--- src/rtl/cpc_printer_port.sv ---
// CPC Centronics printer port responder: latches the port on each I/O write, captures strobed bytes
// into a first-word-fall-through FIFO and drives a registered BUSY handshake back to the PPI.
module cpc_printer_port #(
    parameter int DEPTH      = 16,
    parameter int BUSY_TICKS = 8
) (
    input  logic                     clk,
    input  logic                     reset,
    input  logic                     ce_4p,
    input  logic [15:0]              cpu_addr,
    input  logic [7:0]               cpu_dout,
    input  logic                     io_wr,
    output logic                     busy,
    output logic [7:0]               out_data,
    output logic                     out_valid,
    input  logic                     out_ready,
    output logic [$clog2(DEPTH):0]   level,
    output logic                     overflow
);

    localparam int PW = $clog2(DEPTH);
    localparam logic [PW:0] FULL_LEVEL = (PW + 1)'(DEPTH);
    localparam logic [7:0]  RELOAD     = 8'(BUSY_TICKS);

    typedef enum logic {IDLE = 1'b0, HOLD = 1'b1} state_t;

    state_t          state;
    logic [7:0]      cnt;
    logic            io_wr_q;
    logic [7:0]      port_reg;
    logic [PW-1:0]   wr_ptr;
    logic [PW-1:0]   rd_ptr;
    logic [6:0]      mem [DEPTH];

    logic wr_edge;
    logic capture;
    logic full;
    logic pop;
    logic push;

    // One latch per bus cycle: only the first clk of a long io_wr pulse counts.
    assign wr_edge   = io_wr & ~cpu_addr[12] & ~io_wr_q;
    assign capture   = wr_edge & ~port_reg[7] & cpu_dout[7];
    assign full      = (level == FULL_LEVEL);
    assign out_valid = (level != '0);
    assign pop       = out_valid & out_ready;
    assign push      = capture & (~full | pop);
    assign out_data  = out_valid ? {1'b0, mem[rd_ptr]} : 8'h00;

    always_ff @(posedge clk) begin
        if (push)
            mem[wr_ptr] <= cpu_dout[6:0];
    end

    always_ff @(posedge clk) begin
        if (reset) begin
            io_wr_q  <= 1'b0;
            port_reg <= 8'h00;
            wr_ptr   <= '0;
            rd_ptr   <= '0;
            level    <= '0;
            overflow <= 1'b0;
            busy     <= 1'b0;
            state    <= IDLE;
            cnt      <= 8'h00;
        end else begin
            io_wr_q <= io_wr;
            if (wr_edge)
                port_reg <= cpu_dout;

            if (push)
                wr_ptr <= wr_ptr + 1'b1;
            if (pop)
                rd_ptr <= rd_ptr + 1'b1;
            if (push & ~pop)
                level <= level + 1'b1;
            else if (pop & ~push)
                level <= level - 1'b1;

            if (capture & ~push)
                overflow <= 1'b1;

            // BUSY trails the FSM by one clk and also covers a full FIFO.
            busy <= (state == HOLD) | full;

            case (state)
                IDLE: begin
                    if (capture) begin
                        state <= HOLD;
                        cnt   <= RELOAD;
                    end
                end
                HOLD: begin
                    if (capture) begin
                        cnt <= RELOAD;
                    end else if (ce_4p) begin
                        if (cnt == 8'd1) begin
                            state <= IDLE;
                            cnt   <= 8'h00;
                        end else begin
                            cnt <= cnt - 1'b1;
                        end
                    end
                end
                default: begin
                    state <= IDLE;
                    cnt   <= 8'h00;
                end
            endcase
        end
    end

endmodule

--- config.mk ---
export PLATFORM = sky130hd
export DESIGN_NAME = cpc_printer_port
export DESIGN_NICKNAME = d
export VERILOG_FILES = /design/src/rtl/cpc_printer_port.sv
export SDC_FILE = /design/constraint.sdc
export NUM_CORES = 1
export LEC_CHECK = 0
export BUFFER_PORTS_ARGS = -buffer_cell sky130_fd_sc_hd__buf_2
export CORE_ASPECT_RATIO = 1.4
export CORE_MARGIN = 4
export CORE_UTILIZATION = 25
export DETAILED_ROUTE_END_ITERATION = 10
export PLACE_DENSITY = 0.41
export SKIP_CTS_REPAIR_TIMING = 1
export SYNTH_ARGS = -nofsm -noshare
export SYNTH_HDL_FRONTEND = slang
export SYNTH_SLANG_ARGS = --single-unit
--- constraint.sdc ---
create_clock -name clk -period 2.8 [get_ports clk]
set_input_delay 0.28 -clock clk [delete_from_list [all_inputs] [get_ports clk]]
set_output_delay 0.28 -clock clk [all_outputs]
set_load 0.01 [all_outputs]
### Yosys cells after proc, flatten, opt, wreduce, memory -nomap -nowiden

Memories as Yosys holds them, arrays and structs flattened. A register that Yosys moved wholly into a read port is not among the register bits.
Index checks and enable logic that the tools add are counted.

* bits in registers: 33
* memory bits (writable): 112
* input port bits: 29
* output and inout port bits: 16
* word-level logic and storage cells: 57
* memories: 1

Memories
* mem: depth 16, width 7, read ports 1, clocked after Yosys merged registers in 1, write ports 1, line 33 `logic [6:0] mem [DEPTH];`

* add/sub/neg operators: 5
* eq/ne operators: 4
* muxes and demuxes: 17
* bitwise logic cells: 18
* reduce and logical (&&, ||, !) cells: 3

Operators with widths (number)
* $mux W8: 4
* $pmux W8 S2: 1
* $mux W5: 2
* $and A1 B1 Y1: 9
* $add A4 B1 Y4 const B: 2
* $eq A8 B1 Y1 const B: 1
* $mux W4: 2
* $sub A8 B1 Y8 const B: 1
* $mux W7: 1
* $not A1 Y1: 7
* $mux W1: 6
* $add A5 B1 Y5 const B: 1
* $eq A5 B5 Y1 const B: 1
* $reduce_bool A5 Y1: 1
* $sub A5 B1 Y5 const B: 1
* $ne A3 B2 Y1 const B: 1
* $ne A2 B2 Y1 const B: 1
* $or A1 B1 Y1: 2
* $pmux W1 S2: 1
* $reduce_and A2 Y1: 1
* $reduce_bool A2 Y1: 1

### Longest topological paths before layout

Gate-level depths: netlist of the first run.

* word-level depth: 10
* mapped depth: 11
* depth with buffers taken out: 10

### Worst setup path after synthesis of the first run

Ideal clock, no wire load.

* path type: reg-to-reg
* from: reg level[2]
* to: reg level[4]
* setup time: 0.121 ns
* arrival: 2.867 ns
* required time: 2.679 ns
* slack: -0.187 ns
* cell stages (with the launch flop): 12
* path buffers: 1
* clock period less this slack: 2.987 ns
* cell sequence: dfxtp_1 > or4_1 > clkbuf_2 > nor3b_1 > nor2_1 > ha_1 > inv_1 > ha_1 > a21oi_1 > a211oi_1 > a31oi_1 > mux2_2

* cells in the longest elaborated chain, start to end: 7
* elaborated cells on any way between the ends: 15
* those cells by class: 2 x add/sub; 1 x eq/ne; 2 x mux; 8 x bitwise; 2 x reduce/logical

RTL lines
* from (decl): line 17 `output logic [$clog2(DEPTH):0] level,`
* from (signal assigned): line 76 `level <= level + 1'b1;`
* from (signal assigned): line 78 `level <= level - 1'b1;`
* $reduce_bool A5 Y1 or $eq A5 B5 Y1 (tied branches): line 45, 44
* $and A1 B1 Y1 or $not A1 Y1 (tied branches): line 46, 47
* $or A1 B1 Y1 (*): line 47 `assign push = capture & (~full | pop);`
* $and A1 B1 Y1 (*): line 47
* via push: line 39 `logic push;`
* $not A1 Y1: line 77 `else if (pop & ~push)`
* $and A1 B1 Y1: line 77
* $reduce_bool A2 Y1 (no source line)

The timed path passes the listed nets; every way through them passes the cells marked *. The select of a mux whose other input is x is not followed.
A chain may end at the register's enable or synchronous reset.

==> results.toml, run 1 <==
[worst_setup_path]
cpPeakStageDelay_ns = 0.52
crit_type = "flop to primary output"
start_kind = "flop"
crit_top_cell = "a211oi_1"
path_cells = "buf_12 > mux4_2 > nor2b_1 > a211oi_1 > a211oi_1 > buf_2"
arrival_ns = 2.39
crit_fanout = 28
crit_path_end_kind = "primary output"
worstPathRequired_ns = 2.52
critPathTopFamily = "multiplexers"
crit_slowest_cell = "mux4_2"
critical_path_buf_inv_count = 2

[placement]
dp_cells = 701
port_buffers = 28
gp_congestion = 0.739
dp_slack_ns = -0.00636
dp_hpwl_um = 8330
place_area_um2 = 6500

[final_layout]
largest_register_ff_count = 112
fill_cells = 2298
design_area_um2 = 7100
seq_area_um2 = 3960
reg_top3 = "mem x112, cnt x8, level x5"
top_register = "mem"
final_nets = 462
multi_input_area_um2 = 1770
fin_cells = 734
area_growth_pct = 21.7
fin_util_pct = 31.2
drive_gt1_share_pct = 29.1
num_antenna_cells = 0

[synthesis]
synthCells = 363
synthArstFlopShare_pct = 0
synthFlopType = "edfxtp_1"
yosys_warnings = 0
syn-num-nets = 405
ys_seq_area_share_pct = 68.0
synth_edf_count = 112
synthesis.area_um2 = 5830
syn_area_per_cell_um2 = 16.1
ys_seq_elements = 142
ys_types = 44

[sta]
tightest_slew_ns = 1.17
worst_slack_ns = 0.129
slew_headroom_pct = 21.7
report.final.slew_viol_count = 0
min_period_over_period_pct = 95.4
setup_viol = 0
fin_skew_ns = 0.0100
period_minus_slack_ns = 2.67
rsz0062_at_grt = "false"
max_freq_mhz = 374
hold_viol = 0

[worst_hold_path]
min_path_type = "input pin to flop"

[die]
die_area_um2 = 25900
chipWidth_um = 137
row_count = 65
pin_count = 45
core-area_um2 = 22800
die_height_um = 189
initial_utilization_pct = 25.6

[cts]
clk_pin_slew_ns = 0.06
cts_inserted_buffers = 17
root_buffer = "clkbuf_16"
clock_sinks = 142
clock_latency_ns = 0.41
cts-htree-levels = 4
clock_tree.buffer_depth = 2
cts_tree = "yes"

[grt]
grt_overflow = 0
grt_start_max_net_pins = 29
antenna_found_initial = 0
grt_pass1_vias = 3362
grt_pass1_wl_um = 19300
grt_usage_pct = 10.3

[route]
drt_iter0_markers = 106
wl_um = 12600
drtPass1Iterations = 4
drt-vias-per-instance = 4.37
vias = 3205
antenna_left = 0
drc_errors = 0
wl_per_cell_um = 17.2

[outcome]
status = "finished, final reports clean"

[power_and_ir_drop]
power_density_nw_per_um2 = 856
p_leak_nw = 2.32
ir_drop_mv = 0.475
power_mw = 6.08

[flow_run]
maxCapViolations = 0
## path summary, 6_finish.rpt
kind,slack (ns),depth (start not counted),startpoint,endpoint
max,0.13,6,flop,out_data[2]
min,0.1,2,io_wr,io_wr_q
max reg2reg,0.16,9,level[2],level[4]
min reg2reg,0.47,2,cnt[7],cnt[7]
## cells in the final DEF, fill, tap and decap left out, types with 8 or more instances in the layout
cell / count
a211oi_1: 15
a21oi_1: 15
buf_2: 28
buf_4: 27
clkbuf_16: 17
dfxtp_1: 30
edfxtp_1: 112
ha_1: 11
inv_1: 8
mux2i_1: 9
mux4_2: 28
nand2_1: 8
nand3_1: 9
nor2_1: 32
nor2b_1: 10
## synthesized netlist by cell type (3+ instances only)
master | instances | area, µm²
edfxtp_1 | 112 | 3360
nor2_1 | 32 | 120
dfxtp_1 | 30 | 601
mux4_2 | 28 | 631
a21oi_1 | 16 | 80.1
a211oi_1 | 15 | 113
ha_1 | 12 | 150
nor2b_1 | 10 | 62.6
inv_1 | 9 | 33.8
mux2i_1 | 9 | 90.1
nand3_1 | 9 | 45.0
nand2_1 | 8 | 30.0
clkbuf_1 | 6 | 22.5
buf_2 | 5 | 25.0
nand3b_1 | 5 | 37.5
nor3_1 | 5 | 25.0
xor2_1 | 5 | 43.8
o21ai_0 | 4 | 20.0
or3_1 | 4 | 25.0
or4_1 | 4 | 30.0
buf_1 | 3 | 11.3
nand2b_1 | 3 | 18.8
## worst register-to-register path, stage by stage, from the launching register on
cell,delay (ns)
dfxtp_1,0.32
or4_4,0.58
nor3b_4,0.22
nor2_1,0.07
ha_2,0.21
fa_1,0.39
nand3b_1,0.19
a211oi_1,0.21
a31oi_1,0.07
mux2_2,0.27
## metrics by stage
step / hold slack, ns / setup TNS (ns)
2_1_floorplan: 0.379 / 0
3_3_place_gp: 0.449 / 0
3_5_place_dp: 0.463 / -0.00636
4_1_cts: 0.0741 / -0.0122
5_1_grt: 0.0995 / 0
6_report: 0.0993 / 0
## logic make-up after synthesis
| kind of cell | Yosys count | synth area share, % |
|---|---|---|
| compound gates | 45 | 4.98 |
| xor+xnor | 6 | 0.901 |
| fa+ha+maj | 13 | 2.92 |
| buf+inv | 28 | 2.21 |
| flops | 142 | 68.0 |
| mux | 39 | 12.8 |
| other cells | 1 | 0.0643 |
| simple gates | 89 | 8.17 |
## cell type report
class                           count  share of cell area [%]
Sequential cell                   142                    55.8
Inverter                            9                   0.476
Timing Repair Buffer               57                    5.39
Tap cell                          301                    5.31
Multi-Input combinational cell    193                    24.9
Clock inverter                     14                    2.06
Clock buffer                       18                    6.05
## routing by layer
layer	global-route usage [%]	part of all wire [%]	vias up
li1	-	-	1527
met1	12.5	43	1601
met2	17.5	52	65
met3	2.38	3.7	12
met4	3.92	1.2	0
met5	0	0	-
## where the power goes
part           total [mW]  switching (mW)  leakage [nW]  internal, mW
clock network        2.18           0.927         0.270          1.25
logic                1.49           0.783         0.794         0.707
registers            2.40          0.0616          1.25          2.34
Power figures use the tool's default switching activity.
==> inputs of run 2 (changes only) <==
- CELL_PAD_IN_SITES_DETAIL_PLACEMENT: not set -> 1
- CELL_PAD_IN_SITES_GLOBAL_PLACEMENT: not set -> 1
- PLACE_DENSITY: 0.41 -> 0.46
==> results.toml, run 2 (same netlist as run 1, synthesis figures left out) <==
[placement]
gp_congestion = 0.742
port_buffers = 28
dp_slack_ns = 0.00999
dp_hpwl_um = 8820

[sta]
report.final.slew_viol_count = 0
slew_headroom_pct = 39.8
min_period_over_period_pct = 94.1
fin_skew_ns = 0.00619
tightest_slew_ns = 0.900
whs_ns = 0.0842
hold_viol = 0
setup_viol = 0
rsz0062_at_grt = "false"
worst_slack_ns = 0.166
period_minus_slack_ns = 2.63
max_freq_mhz = 380

[worst_setup_path]
arrival_ns = 2.94
critical_path_buf_inv_count = 1
r2r_start = "level[2]"
r2r_end = "level[4]"
critPathTopFamily = "simple AND/OR/NAND/NOR gates"
start_kind = "flop"
path_cells = "or4_4 > nor3b_4 > nor2_1 > ha_2 > inv_2 > ha_1 > a21oi_2 > a211oi_2 > a31oi_1 > mux2_2"
cpPeakStageDelay_ns = 0.58
r2r_slack_ns = 0.17
crit_path_end_kind = "flop"
crit_slowest_cell = "or4_4"
worstPathRequired_ns = 3.11
crit_type = "flop to flop"
r2r.worst_path.cells = 10
crit_fanout = 4

[grt]
grt_usage_pct = 10.9
antenna_found_initial = 0
grt_pass1_vias = 3668
grt_pass1_wl_um = 20900
grt_start_max_net_pins = 29
grt_overflow = 0

[final_layout]
drive_gt1_share_pct = 29.2
reg_top3 = "mem x112, cnt x8, level x5"
layout_common_cells = "edfxtp_1, nor2_1, dfxtp_1, mux4_2, buf_2"
top_register = "mem"
largest_register_ff_count = 112
fill_cells = 2421
final_nets = 460
num_antenna_cells = 0
layout_commonest_cell = "edfxtp_1"
seq_area_um2 = 3960
multi_input_area_um2 = 1780
area_growth_pct = 21.6

[cts]
clock_latency_ns = 0.42
clock_sinks = 142
cts_inserted_buffers = 17
clk_pin_slew_ns = 0.06
cts_tree = "yes"
root_buffer = "clkbuf_16"
cts-htree-levels = 4
clock_tree.buffer_depth = 2

[route]
drc_errors = 0
antenna_left = 0
drt_iter0_markers = 97
drt-vias-per-instance = 4.41
wl_um = 13100
wl_per_cell_um = 17.9
drtPass1Iterations = 4
vias = 3229

[power_and_ir_drop]
ir_drop_mv = 0.466
p_leak_nw = 2.32
power_density_nw_per_um2 = 855

[worst_hold_path]
min_path_cells = 2
hold_path_end = "io_wr_q"
min_from = "io_wr"
min_path_type = "input pin to flop"

[die]
initial_utilization_pct = 25.6
die_area_um2 = 25900
chipWidth_um = 137
core-area_um2 = 22800
row_count = 65
pin_count = 45
die_height_um = 189

[flow_run]
maxCapViolations = 0

[outcome]
status = "finished, final reports clean"
-- run 2: changes by cell type in the layout (fill, tap and decap cells not counted), moves of 2 or more --
cell	previous run	this run
clkinv_2	0	3
clkinvlp_4	4	1
inv_8	3	0
clkinv_4	1	3
buf_4	27	24
a211oi_2	0	2
a211oi_1	15	13
-- run 2: layer usage --
metal / up-vias / wire [µm] / GRT usage (%)
met5: - / 0 / 0
met1: 1639 / 5640 / 13.0
li1: 1525 / - / -
met4: 0 / 198 / 4.26
met2: 50 / 6910 / 18.7
met3: 15 / 359 / 2.62
-- run 2: worst reg2reg max path, cell delays in order (launching register included) --
cell	delay (ns)
dfxtp_1	0.32
or4_4	0.58
nor3b_4	0.22
nor2_1	0.06
ha_2	0.21
inv_2	0.09
ha_1	0.27
a21oi_2	0.18
a211oi_2	0.08
a31oi_1	0.16
mux2_2	0.35
-- run 2: area by class of cell --
type | count | area share, %
Sequential cell | 142 | 55.9
Tap cell | 301 | 5.31
Clock buffer | 17 | 6.00
Inverter | 9 | 0.476
Clock inverter | 15 | 1.91
Multi-Input combinational cell | 193 | 25.0
Timing Repair Buffer | 55 | 5.36
-- run 2: worst max-delay path by stage --
stage,start,end,slack [ns],cells after the start
4_1_cts,level[2],level[4],-0.006,9
3_5_place_dp,level[2],level[4],0.01,10
5_1_grt,level[2],level[4],0.03,10
2_1_floorplan,level[2],level[4],0.01,10
6_report,level[2],level[4],0.17,10
3_3_place_gp,level[2],level[4],0.04,9
-- run 2: power by group --
group	internal, mW	total, mW	switching (mW)
logic	0.710	1.51	0.803
clock network	1.23	2.14	0.910
registers	2.34	2.40	0.0600
total	4.29	6.06	1.77
-- run 2: through the flow --
| step | util, % | instances | instance area [µm²] | setup TNS (ns) | power, mW |
|---|---|---|---|---|---|
| floorplan | - | 363 | 5850 | 0 | 3.36 |
| global placement | 28.6 | 699 | 6500 | 0 | 3.95 |
| detailed placement | 28.6 | 699 | 6500 | 0 | 3.97 |
| CTS | 31.0 | 731 | 7060 | -0.00634 | 6.15 |
| global route | 31.1 | 732 | 7090 | 0 | 6.40 |
| finish | 31.1 | 732 | 7090 | 0 | 6.06 |
